`config.mk`:
```
export PLATFORM = sky130hd
export DESIGN_NAME = gc_response_rx
export DESIGN_NICKNAME = d
export VERILOG_FILES = /design/src/rtl/gc_response_rx.sv
export SDC_FILE = /design/constraint.sdc
export NUM_CORES = 1
export LEC_CHECK = 0
export CAP_MARGIN = 20
export CORE_MARGIN = 1
export CORE_UTILIZATION = 56
export CTS_CLUSTER_DIAMETER = 80
export CTS_CLUSTER_SIZE = 14
export DETAILED_ROUTE_END_ITERATION = 8
export GPL_ROUTABILITY_DRIVEN = 0
export PLACE_DENSITY_LB_ADDON = 0.05
export SYNTH_ARGS = -nofsm -noshare
export SYNTH_HDL_FRONTEND = slang
export SYNTH_SLANG_ARGS = --single-unit
```
`constraint.sdc`:
```
create_clock -name PCLK -period 6.05 [get_ports PCLK]
set_clock_uncertainty 0.05 [all_clocks]
set_input_delay 0.9075 -clock PCLK [delete_from_list [all_inputs] [get_ports PCLK]]
set_output_delay 0.9075 -clock PCLK [all_outputs]
set_load 0.005 [all_outputs]
```
`src/rtl/gc_response_rx.sv`:
```
// gc_response_rx: times the low pulses of a controller reply on the data line,
// assembles the 64 data bits MSB-first, checks the stop bit and publishes the
// last good report split into its fields.
module gc_response_rx #(
  parameter int SAMPLE_CYC  = 200,
  parameter int LOW_MAX_CYC = 450,
  parameter int GAP_MAX_CYC = 600,
  parameter int ARM_TMO_CYC = 10000,
  parameter int RESP_BITS   = 64
) (
  input  logic        PCLK,
  input  logic        PRESERN,
  input  logic        arm,
  input  logic        data_in,
  output logic        busy,
  output logic        report_valid,
  output logic        rx_error,
  output logic [1:0]  err_code,
  output logic [63:0] report,
  output logic [15:0] buttons,
  output logic [7:0]  joy_x,
  output logic [7:0]  joy_y,
  output logic [7:0]  c_x,
  output logic [7:0]  c_y,
  output logic [7:0]  trig_l,
  output logic [7:0]  trig_r
);

  localparam int CNT_W  = 16;
  localparam int NBIT_W = $clog2(RESP_BITS + 1);

  localparam logic [CNT_W-1:0]  SAMPLE_AT = CNT_W'(SAMPLE_CYC - 1);
  localparam logic [CNT_W-1:0]  LOW_MAX   = CNT_W'(LOW_MAX_CYC);
  localparam logic [CNT_W-1:0]  GAP_MAX   = CNT_W'(GAP_MAX_CYC);
  localparam logic [CNT_W-1:0]  ARM_TMO   = CNT_W'(ARM_TMO_CYC);
  localparam logic [NBIT_W-1:0] LAST_BIT  = NBIT_W'(RESP_BITS);

  localparam logic [1:0] ERR_NOREPLY = 2'd0;
  localparam logic [1:0] ERR_STUCK   = 2'd1;
  localparam logic [1:0] ERR_GAP     = 2'd2;
  localparam logic [1:0] ERR_BADSTOP = 2'd3;

  typedef enum logic [2:0] {
    IDLE,
    WAIT_START,
    LOW,
    HIGH,
    FINISH
  } rxState_t;

  rxState_t          state;
  logic              syncMeta;
  logic              ds;
  logic              dsPrev;
  logic [CNT_W-1:0]  cnt;
  logic [NBIT_W-1:0] nbit;
  logic [63:0]       sh;
  logic              sampled;
  logic              fall;

  // Two-flop synchroniser plus one history flop for edge detection; idle line is high
  always_ff @(posedge PCLK or negedge PRESERN) begin
    if (!PRESERN) begin
      syncMeta <= 1'b1;
      ds       <= 1'b1;
      dsPrev   <= 1'b1;
    end else begin
      syncMeta <= data_in;
      ds       <= syncMeta;
      dsPrev   <= ds;
    end
  end

  assign fall = dsPrev & ~ds;

  // Reception FSM: pulse timing, bit assembly, stop check and registered status outputs
  always_ff @(posedge PCLK or negedge PRESERN) begin
    if (!PRESERN) begin
      state        <= IDLE;
      cnt          <= '0;
      nbit         <= '0;
      sh           <= '0;
      sampled      <= 1'b0;
      busy         <= 1'b0;
      report_valid <= 1'b0;
      rx_error     <= 1'b0;
      err_code     <= ERR_NOREPLY;
      report       <= '0;
    end else begin
      report_valid <= 1'b0;
      rx_error     <= 1'b0;
      if (cnt != '1) cnt <= cnt + 1'b1;

      case (state)
        IDLE: begin
          if (arm) begin
            state <= WAIT_START;
            cnt   <= '0;
            sh    <= '0;
            nbit  <= '0;
            busy  <= 1'b1;
          end
        end

        WAIT_START: begin
          if (fall) begin
            state   <= LOW;
            cnt     <= '0;
            sampled <= 1'b0;
          end else if (cnt == ARM_TMO) begin
            state <= FINISH; cnt <= '0; busy <= 1'b0;
            rx_error <= 1'b1; err_code <= ERR_NOREPLY;
          end
        end

        LOW: begin
          if (cnt == SAMPLE_AT) begin
            if (nbit == LAST_BIT) begin
              // Stop bit: a short low (sampled high) closes the reply
              state <= FINISH; cnt <= '0; busy <= 1'b0;
              if (ds) begin
                report       <= sh;
                report_valid <= 1'b1;
              end else begin
                rx_error <= 1'b1;
                err_code <= ERR_BADSTOP;
              end
            end else begin
              sh      <= {sh[62:0], ds};
              nbit    <= nbit + 1'b1;
              sampled <= 1'b1;
              if (ds) begin
                state <= HIGH;
                cnt   <= '0;
              end
            end
          end else if (sampled && ds) begin
            state <= HIGH;
            cnt   <= '0;
          end else if (!ds && cnt == LOW_MAX) begin
            state <= FINISH; cnt <= '0; busy <= 1'b0;
            rx_error <= 1'b1; err_code <= ERR_STUCK;
          end
        end

        HIGH: begin
          if (fall) begin
            state   <= LOW;
            cnt     <= '0;
            sampled <= 1'b0;
          end else if (cnt == GAP_MAX) begin
            state <= FINISH; cnt <= '0; busy <= 1'b0;
            rx_error <= 1'b1; err_code <= ERR_GAP;
          end
        end

        // One-cycle completion slot; an arm seen here is dropped
        FINISH: begin
          state <= IDLE;
          cnt   <= '0;
        end

        default: begin
          state <= IDLE;
          cnt   <= '0;
          busy  <= 1'b0;
        end
      endcase
    end
  end

  assign buttons = report[63:48];
  assign joy_x   = report[47:40];
  assign joy_y   = report[39:32];
  assign c_x     = report[31:24];
  assign c_y     = report[23:16];
  assign trig_l  = report[15:8];
  assign trig_r  = report[7:0];

endmodule

```
Yosys cells after proc, flatten, opt, wreduce, memory -nomap -nowiden. Cells that the tools add are included.

Reduce and logical (&&, ||, !) cells: 14. Bitwise operators: 3. Multiplexer cells: 69. Add/sub/neg operators: 2. Equal/unequal tests: 26.

Operators by type and width (number): 2-to-1 mux 64 bit (3); 2-to-1 mux 16 bit (11); case mux 64 bit (2 select lines) (1); case mux 16 bit (4 select lines) (1); 2-to-1 mux 3 bit (10); 2-to-1 mux 1 bit (25); 2-to-1 mux 7 bit (3); 2-to-1 mux 2 bit (9); != test 3 bit, second input constant (6); AND reduction 9 bit (2); adder 16 x 1 -> 16 bit, second input constant (1); equality test 16 x 10 -> 1 bit, second input constant (1); equality test 16 x 14 -> 1 bit, second input constant (1); equality test 16 x 8 -> 1 bit, second input constant (1); equality test 16 x 9 -> 1 bit, second input constant (1); != test 16 bit, second input constant (1); != test 2 bit, second input constant (7); case mux 7 bit (2 select lines) (1); case mux 3 bit (4 select lines) (1); AND reduction 4 bit (3); != test 4 bit, second input constant (2); adder 7 x 1 -> 7 bit, second input constant (1); equality test 7 bit, second input constant (1); equality test 3 x 2 -> 1 bit, second input constant (2); other kinds (16) (19).

Flip-flop bits (word level): 163. Output and inout bits: 133. Logic and storage cells: 127. Input bits: 4.

Logic depth before layout (Yosys ltp).
Word-level depth: 6. Depth in mapped cells: 10. Depth with buffers taken out: 7.

Worst setup path after synthesis. OpenSTA, ideal clock, no wires.

Path type: reg2reg. From: register cnt[11]. To: register state[1]. Slack: 3.587 ns. Clock period less this slack: 2.463 ns. Arrival time: 2.288 ns. Library setup time: 0.125 ns. Required time: 5.875 ns. Cell stages (with the launch flop): 7. Path buffers: 1. Cell sequence: dfrtp_1 buf_6 or4b_1 or4_4 and3_4 nor3_4 mux2_4.

Word-level cells in the longest chain between the ends: 4. Elaborated cells between the ends (all ways): 12. Classes of those cells: 8 x eq/ne; 2 x mux; 2 x reduce/logical.

RTL lines: start: declaration (line 55) `logic [CNT_W-1:0] cnt;`; start signal: assignment (line 92) `if (cnt != '1) cnt <= cnt + 1'b1;`; equality test 16 x 9 -> 1 bit (line 140) `end else if (!ds && cnt == LOW_MAX) begin`; logical AND 1 bit (line 140); != test 4 bit (no source line); AND reduction 5 bit (no source line); end signal: assignment (line 138) `state <= HIGH;`; end signal: assignment (line 141) `state <= FINISH; cnt <= '0; busy <= 1'b0;`; end signal: assignment (line 148) `state <= LOW;`; end: declaration (line 51) `rxState_t state;`.

Parallel ways exist; a longest one is shown, timed or not. A chain may end at the register's enable or synchronous reset.

Final worst setup path.
From: register cnt[13]. To: register report[38].

Word-level cells in the longest chain between the ends: 2.

RTL lines: equality test 16 x 8 -> 1 bit (line 117) `if (cnt == SAMPLE_AT) begin`; AND reduction 4 bit (no source line); end signal: assignment (line 122) `report <= sh;`; end: declaration (line 19) `output logic [63:0] report,`.

Every way passes these cells.

==> key figures <==
Run status
  • Status: finished clean

Min path
  • Hold path startpoint: syncMeta
  • Worst Hold Class: reg2reg

Synthesis
  • Xor-xnor portion of the synthesized cell area: 0.9794%
  • Post-Synth Adder-Cell Area: 0.8744%
  • Sequential-to-total area share from yosys stat: 57.07%
  • Top cell type's share of synthesized area: 55.96%
  • Synth Cell Area: 7154 um^2
  • Ys async rst share: 100.0%
  • Mapped Avg Cell Area: 12.51 um^2
  • Count of cell types in the netlist: 56
  • Leading area contributor after synthesis: dfrtp_1
  • Simple-Gate Fraction of Synth Area: 9.217%
  • Post-Syn Nets: 581
  • Synth cell count leaders: 160 x dfrtp_1, 65 x a22o_1, 65 x buf_4
  • Flops & latches, synth: 163
  • Post-Syn Instances: 572
  • Post-synth EDFFs: 0
  • Top cells by area, synth: dfrtp_1 56%, mux2_2 9.8%, a22o_1 8.0%
  • Largest family of logic cells by synthesized area: compound AO/OA/AOI/OAI gates
  • Multiplexer share of the synthesized area: 10.72%
  • Top FF cell, synth: dfrtp_1
  • Yosys warning count: 0
  • Complex-gate fraction of the synthesized area: 11.98%
  • Most frequent cell after synthesis: dfrtp_1

Job
  • Max_cap viols: 0

Global routing
  • GRT Overall Usage: 22.06%
  • First-pass GRT wire length: 22530 um
  • GRT Residual Overflow: 0
  • Initial antenna violation count: 0
  • Largest net degree at the start of global routing: 113
  • Number of global-route vias before repair: 4448

Clocking
  • Clock Path Buffers: 2
  • Resized cells post-CTS: 0
  • Total CTS buffers: 17
  • Worst-Skew Late Latency: 0.42 ns
  • Post-CTS setup buffers: 0
  • CTS tree: built
  • Root Driver: clkbuf_16
  • Max H-tree Level: 4
  • Hold_buf cts: 0
  • Clk sink count: 163
  • Clk pin slew, worst setup/hold paths: 0.06 ns

Drt
  • DR DRC count: 0
  • 1st-iter DRT viols: 371
  • Drt wl/cell: 16.74 um
  • Final ANT Viol Nets: 0
  • Drt total wl: 13730 um
  • Vias per inst: 5.737
  • Vias: 4704
  • Router iterations before antenna repair: 4

Power and ir drop
  • Combinational power share: 13.5%
  • Pwr dens: 293.7 nW/um^2
  • Worst vdd ir: 0.2300 mV
  • Sw power: 716.3 uW
  • Total Power: 2.581 mW
  • Flop pwr share: 45.1%
  • Lkg Pwr: 3.964 nW
  • Clk pwr share: 41.3%
  • Switch share: 27.75%
  • Pint: 1.865 mW

Cells and area
  • Layout cells sized above 1: 17.18%
  • Area Overhead vs Synth: 22.82%
  • Post-route cell area: 8787 um^2
  • Fin nets: 648
  • Ant. Diodes: 0

Worst setup path
  • Largest fanout on the critical path: 39
  • Crit path kind: reg2reg
  • Worst EP arrival: 3.50 ns
  • Crit start category: register
  • CP endpoint kind: register
  • WP data required: 6.31 ns
  • Critical path startpoint: cnt[13]
  • R2r startpoint: cnt[13]

Place
  • DP Worst Slack: 2.869 ns
  • Post-DP HPWL: 8746 um
  • Port buffer count: 136
  • Placed Area: 8193 um^2

Floorplan
  • IO Count: 137
  • Core Region: 12210 um^2
  • Die area: 13230 um^2
  • Starting Density: 58.59%
  • Chip Width: 115.0 um
  • Die H: 115.0 um
  • Rows: 40

STA
  • Worst slew pin tran: 0.9735 ns
  • Setup Viol. Count Final: 0
  • RSZ-0062 raised after global routing: no
  • Final-report max-slew violation count: 0
  • Crit share post-route: 53.58%
  • Hold WS: 0.3161 ns
  • Worst setup margin: 2.808 ns
  • Slew headroom: 35.10%
  • Setup tns final: 0 ns
  • Hold Vio Cnt, Final: 0
  • Max Clk Rate: 0.3085 GHz
  • Fin crit period: 3.242 ns
-- registers in the layout, indices dropped and copies added (netlist names), 2 cells and up --
signal / cells
report: 64
cnt: 16
err_code: 2
sh: 64
nbit: 7
state: 3
-- final timing paths --
path	to	slack, ns	depth (start not counted)
max in group asynchronous	report[0]	4.13	2
worst max register to register	report[38]	2.81	6
worst min register to register	ds	0.32	0
worst min-delay path	ds	0.32	0
worst max-delay path	report[38]	2.81	6
min in group asynchronous	report[4]	0.58	1
-- power by group through the flow --
stage	Clock, mW	Sequential, mW	Combinational (mW)
6_report	1.07	1.17	0.349
5_1_grt	1.13	1.17	0.384
4_1_cts	1.08	1.16	0.349
3_5_place_dp	0	1.18	0.349
3_3_place_gp	0	1.18	0.343
2_1_floorplan	0	1.17	0.260
-- area by class of cell --
cell class,instances,area [um^2]
sequential,163,4083
fill,873,3425
multi-input combinational,305,2435
timing repair buffer,142,1428
clock buffer,21,470.5
tap,168,210.2
clock inverter,11,123.9
inverter,10,37.54
-- critical path, cell delays in order, from the launching register on --
cell	delay, ns
dfrtp_1	0.46
nor4_1	0.63
and3_1	0.31
nand3_1	0.14
nor3_4	0.52
buf_4	0.57
mux2_2	0.41
-- cell usage in the layout, fill, tap and decap left out, drive strengths merged, types with 4 or more instances in the layout --
cell type and count:
nand2b 5, and3 7, mux2 66, nor3 10, nor4 5, dfrtp 160, inv 13, a22o 65
xor2 5, nand2 18, buf 7, clkbuf 21, o21ai 8, a21oi 13, clkdlybuf4s50 135, ha 5
or4 4, nand4 7, nor2b 4, nor2 22, or3 7, nand3 9
-- stage by stage --
step / util, % / instances
detailed placement: 67.09 / 788
finish: 71.96 / 820
CTS: 71.96 / 820
floorplan: - / 572
global route: 71.96 / 820
global placement: 66.86 / 787
-- cells by family (layout without fill, tap and decap cells) --
group,Yosys count,count (layout)
muxes,68,68
AOI/OAI and AO/OA,110,110
xor gates and xnor gates,8,8
DFF,163,163
buffers and inverters,104,184
adders and majority gates,5,5
and+or+nand+nor,114,114
-- routing by layer --
metal / share of wire [%] / track usage [%] / vias up / wire, um
met5: 0 / 0 / - / 0
met4: 1.3 / 7.706 / 0 / 175
met3: 4.8 / 4.902 / 19 / 659
met2: 48 / 33.94 / 145 / 6586
met1: 46 / 31.16 / 2399 / 6307
li1: - / - / 2141 / -
Power figures use the tool's default switching activity.
